## config.mk

```make
export PLATFORM = sky130hd
export DESIGN_NAME = alu_nb_bits_32
export DESIGN_NICKNAME = d
export VERILOG_FILES = /design/src/rtl/alu_pkg.sv /design/src/rtl/cs_adder_block.sv /design/src/rtl/alu_nb_bits_32.sv
export SDC_FILE = /design/constraint.sdc
export NUM_CORES = 1
export LEC_CHECK = 0
export CAP_MARGIN = 20
export CORE_UTILIZATION = 53
export DETAILED_ROUTE_END_ITERATION = 8
export GPL_TIMING_DRIVEN = 0
export PLACE_DENSITY = 0.88
export SYNTH_ARGS = -nofsm -noshare
export SYNTH_HDL_FRONTEND = slang
export SYNTH_HIERARCHICAL = 1
export SYNTH_SLANG_ARGS = --single-unit
```

## constraint.sdc

```tcl
create_clock -name clock_i -period 0.86 [get_ports clock_i]
set_clock_uncertainty 0.1 [all_clocks]
set_input_delay 0.215 -clock clock_i [delete_from_list [all_inputs] [get_ports clock_i]]
set_output_delay 0.215 -clock clock_i [all_outputs]
set_load 0.005 [all_outputs]
```

## src/rtl/alu_pkg.sv

```systemverilog
// Shared types and defaults for the registered carry-select adder.
// The top level and the testbench both import this package.
package alu_pkg;

    localparam int NB_BITS_DEF  = 32;
    localparam int BLK_BITS_DEF = 4;

    typedef logic [NB_BITS_DEF-1:0] operand_t;
    typedef logic [NB_BITS_DEF:0]   sum_t;

endpackage

```

## src/rtl/cs_adder_block.sv

```systemverilog
// Ripple-carry block used as the building unit of the carry-select adder.
// The carry moves from bit 0 up through BLK_BITS full adders.
module cs_adder_block #(
    parameter int BLK_BITS = 4
) (
    input  logic [BLK_BITS-1:0] a,
    input  logic [BLK_BITS-1:0] b,
    input  logic                cin,
    output logic [BLK_BITS-1:0] sum,
    output logic                cout
);

    logic c;

    // Full-adder equations, rippled bit by bit
    always_comb begin
        c   = cin;
        sum = '0;
        for (int i = 0; i < BLK_BITS; i++) begin
            sum[i] = a[i] ^ b[i] ^ c;
            c      = (a[i] & b[i]) | (c & (a[i] ^ b[i]));
        end
        cout = c;
    end

endmodule

```

## src/rtl/alu_nb_bits_32.sv

```systemverilog
// Registered unsigned adder built from carry-select blocks.
// sum_o holds a_i + b_i one clock later, carry-out in the MSB.
module alu_nb_bits_32
    import alu_pkg::*;
#(
    parameter int NB_BITS  = NB_BITS_DEF,
    parameter int BLK_BITS = BLK_BITS_DEF
) (
    input  logic               clock_i,
    input  logic               rst_n,
    input  logic [NB_BITS-1:0] a_i,
    input  logic [NB_BITS-1:0] b_i,
    output logic [NB_BITS:0]   sum_o
);

    localparam int NBLK = NB_BITS / BLK_BITS;

    logic [NBLK:0]      carry;
    logic [NB_BITS-1:0] sum_c;
    logic [NB_BITS:0]   sum_d;
    logic [NB_BITS:0]   sum_q;

    assign carry[0] = 1'b0;

    for (genvar g = 0; g < NBLK; g++) begin : g_blk
        if (g == 0) begin : g_ripple
            cs_adder_block #(.BLK_BITS(BLK_BITS)) u_blk (
                .a    (a_i[BLK_BITS-1:0]),
                .b    (b_i[BLK_BITS-1:0]),
                .cin  (1'b0),
                .sum  (sum_c[BLK_BITS-1:0]),
                .cout (carry[1])
            );
        end else begin : g_select
            logic [BLK_BITS-1:0] s0;
            logic [BLK_BITS-1:0] s1;
            logic                c0;
            logic                c1;

            cs_adder_block #(.BLK_BITS(BLK_BITS)) u_blk0 (
                .a    (a_i[g*BLK_BITS +: BLK_BITS]),
                .b    (b_i[g*BLK_BITS +: BLK_BITS]),
                .cin  (1'b0),
                .sum  (s0),
                .cout (c0)
            );

            cs_adder_block #(.BLK_BITS(BLK_BITS)) u_blk1 (
                .a    (a_i[g*BLK_BITS +: BLK_BITS]),
                .b    (b_i[g*BLK_BITS +: BLK_BITS]),
                .cin  (1'b1),
                .sum  (s1),
                .cout (c1)
            );

            assign sum_c[g*BLK_BITS +: BLK_BITS] = carry[g] ? s1 : s0;
            assign carry[g+1]                    = carry[g] ? c1 : c0;
        end
    end

    assign sum_d = {carry[NBLK], sum_c};

    // Output register; reset clears it asynchronously
    always_ff @(posedge clock_i or negedge rst_n) begin
        if (!rst_n) begin
            sum_q <= '0;
        end else begin
            sum_q <= sum_d;
        end
    end

    assign sum_o = sum_q;

endmodule

```

==> metrics.md <==
| Metric | Value |
|---|---|
| Leakage | `~2.6 nW` |
| NumNets Final | `approximately 620` |
| Top Layer Used | `met4` |
| Worst-margin pin slew | `0.763 ns` |
| Gr ovfl total | `0` |
| Yosys reg bits | `33` |
| Io pins | `99` |
| Worst Hold Class | `input port to async pin` |
| Initial Util | `0.545` |
| CTS max path bufs | `2` |
| First-pass GRT wire length | `between 10000 and 15000 um` |
| Met1 WL | `2470 um` |
| Pwr Density | `1440 nW/um^2` |
| Layout cells sized above 1 | `0.288` |
| Antenna Violating Nets Remaining | `0` |
| Detailed Routing Iterations Pass 1 | `5` |
| Area of the core | `approximately 6300 um^2` |
| Port Buffers | `98` |
| Clk sinks | `33` |
| Initial drt markers | `74` |
| CP Capture Type | `flip-flop` |
| Vias in the first global route | `about 2900` |
| DRT Wirelength | `between 7000 and 8000 um` |
| Relative slew slack | `0.491` |
| Mean Syn Cell Area | `9.67 um^2` |
| H-tree Lvls | `2` |
| Max_cap viols | `0` |
| Commonest non-fill, non-tap cell in the layout | `inv_1` |
| Clk pin slew, worst setup/hold paths | `0.07 ns` |
| Antenna violations before repair | `0` |
| Fmax | `345 MHz` |
| Die X | `~83 um` |
| Status | `complete, but fails checks` |
| Std cell rows | `29` |
| Crit path DAT | `between 2 and 3 ns` |
| Met3 WL post-DR | `around 500 um` |
| Final Util | `0.762` |
| # setup viols final | `65` |
| Detailed placer's ending HPWL | `5760 um` |
| Post-Syn Area | `between 3000 and 4000 um^2` |
| Crit Path Class | `input port to flip-flop` |
| Height of the die | `82.6 um` |
| CTS tree | `yes` |
| CP max FO | `5` |
| CTS Buf Count | `5` |
| Startpoint types | `input port` |
| Sequential-to-total area share from yosys stat | `0.240` |
| GRT Overall Usage | `0.233` |
| Peak VDD IR | `roughly 0.90 mV` |
| Die area | `~7000 um^2` |
| Metal2 WL | `roughly 4200 um` |
| Via density | `around 4.7` |
| RSZ-0062 raised after global routing | `true` |
| Max reg flops | `33` |
| Vias after detailed routing | `2681` |
| Clk root buf | `clkbuf_8` |
| Post-synthesis cell count | `356` |
| RD Place Congestion | `between 0.7 and 0.8` |
| Final hold violations | `33` |
| Hold WS | `-0.107 ns` |
| Ant diodes | `0` |
| Synth warn | `6` |
| Yosys cell types | `26` |
| Fin. max-slew vios | `0` |
| Largest net degree at the start of global routing | `34` |
| # DRC | `0` |
| Critical Path RT | `around 0.94 ns` |
| Final worst slack | `-2.04 ns` |
| Violated checks | `negative hold slack, negative setup slack` |
| Most frequent cells in the layout | `inv_1, clkdlybuf4s50_1, fa_1` |
| Wire per inst | `roughly 13 um` |
| Clock period minus worst slack | `roughly 2.9 ns` |
| Fin crit share | `3.37` |
| Syn-to-layout area delta | `39.8%` |
[cell type report]
type                       instances  area (um^2)
fill                             438         1500
tap                               77         96.3
clock buffer                       7         96.3
buffer                             2         16.3
inverter                         150          571
multi-input combinational        180         2220
clock inverter                     1         5.00
sequential                        33          826
timing repair buffer             117          983
[worst max-delay path: stages]
cell and delay, ns:
clkdlybuf4s50_1 0.49, inv_1 0.07, fa_1 0.40, inv_1 0.07
fa_1 0.15, inv_1 0.05, fa_1 0.37, inv_2 0.12
nand3b_1 0.17, a21boi_4 0.07, or2_4 0.25, a21oi_4 0.22
mux2_4 0.33
[logic make-up (layout without fill, tap and decap cells)]
| group | after synthesis | in the layout | synth area share |
|---|---|---|---|
| buffers and inverters | 156 | 277 | 0.175 |
| AOI/OAI and AO/OA | 22 | 22 | 0.0574 |
| and+or+nand+nor | 56 | 56 | 0.0792 |
| muxes | 27 | 27 | 0.0974 |
| DFF | 33 | 33 | 0.240 |
| other | 2 | 15 | 0.00218 |
| adders and majority gates | 60 | 60 | 0.349 |
[worst max path at each step]
stage,from,end,slack (ns)
floorplan,a_i[0],sum_o[16]$_DFF_PN0_,-2.41
global placement,a_i[0],sum_o[18]$_DFF_PN0_,-3.23
detailed placement,a_i[0],sum_o[19]$_DFF_PN0_,-3.27
CTS,b_i[0],sum_o[21]$_DFF_PN0_,-2.12
global route,b_i[0],sum_o[30]$_DFF_PN0_,-2.12
finish,a_i[9],sum_o[21]$_DFF_PN0_,-2.04
[repair_timing]
action,in CTS,in global routing
setup endpoints to repair,66,65
pin swaps,19,12
setup buffers,17,4
gates resized for setup,217,14
gates cloned,1,0
endpoints found under the hold margin,33,33
[cell usage after synthesis]
master	n	area, um^2
and4bb_2	1	12.5
buf_2	2	10.0
and4b_1	1	10.0
a221o_1	7	70.1
or2_2	1	6.26
a21boi_0	1	7.51
nand3b_1	3	22.5
inv_1	150	563
a22o_1	9	78.8
nor2_1	1	3.75
nand3_1	2	10.0
dfrtp_1	33	826
a21oi_2	1	8.76
mux2_2	22	248
or3b_2	1	8.76
a221o_2	2	22.5
nand2b_1	8	50.1
mux2i_1	2	20.0
mux2i_4	3	67.6
nor3_2	1	10.0
a21oi_1	2	10.0
clkbuf_1	2	7.51
buf_6	2	22.5
conb_1	2	7.51
fa_1	60	1200
nand2_1	37	139
[report_power, final]
group / internal, mW / total (mW) / leakage [nW] / switching (mW)
combinational: 1.88 / 3.50 / 2.17 / 1.62
sequential: 1.98 / 2.10 / 0.390 / 0.120
clock: 0.723 / 1.32 / 0.0542 / 0.592
total: 4.58 / 6.92 / 2.61 / 2.34
[routing by layer]
metal	vias up	global-route usage
li1	1256	-
met1	1320	0.229
met2	93	0.475
met3	12	0.0495
met4	0	0.0776
met5	-	0
[stage by stage]
step           setup WS, ns  cells  power, mW  area [um^2]  TNS, ns
2_1_floorplan         -2.41    369       3.85         3510   -59.88
3_3_place_gp          -3.23    544       5.38         4580  -131.83
3_5_place_dp          -3.27    544       5.54         4580   -95.62
4_1_cts               -2.12    566       6.97         4810   -63.78
5_1_grt               -2.12    567       7.50         4810   -64.70
6_report              -2.04    567       6.92         4810   -61.24
Power figures use the tool's default switching activity.
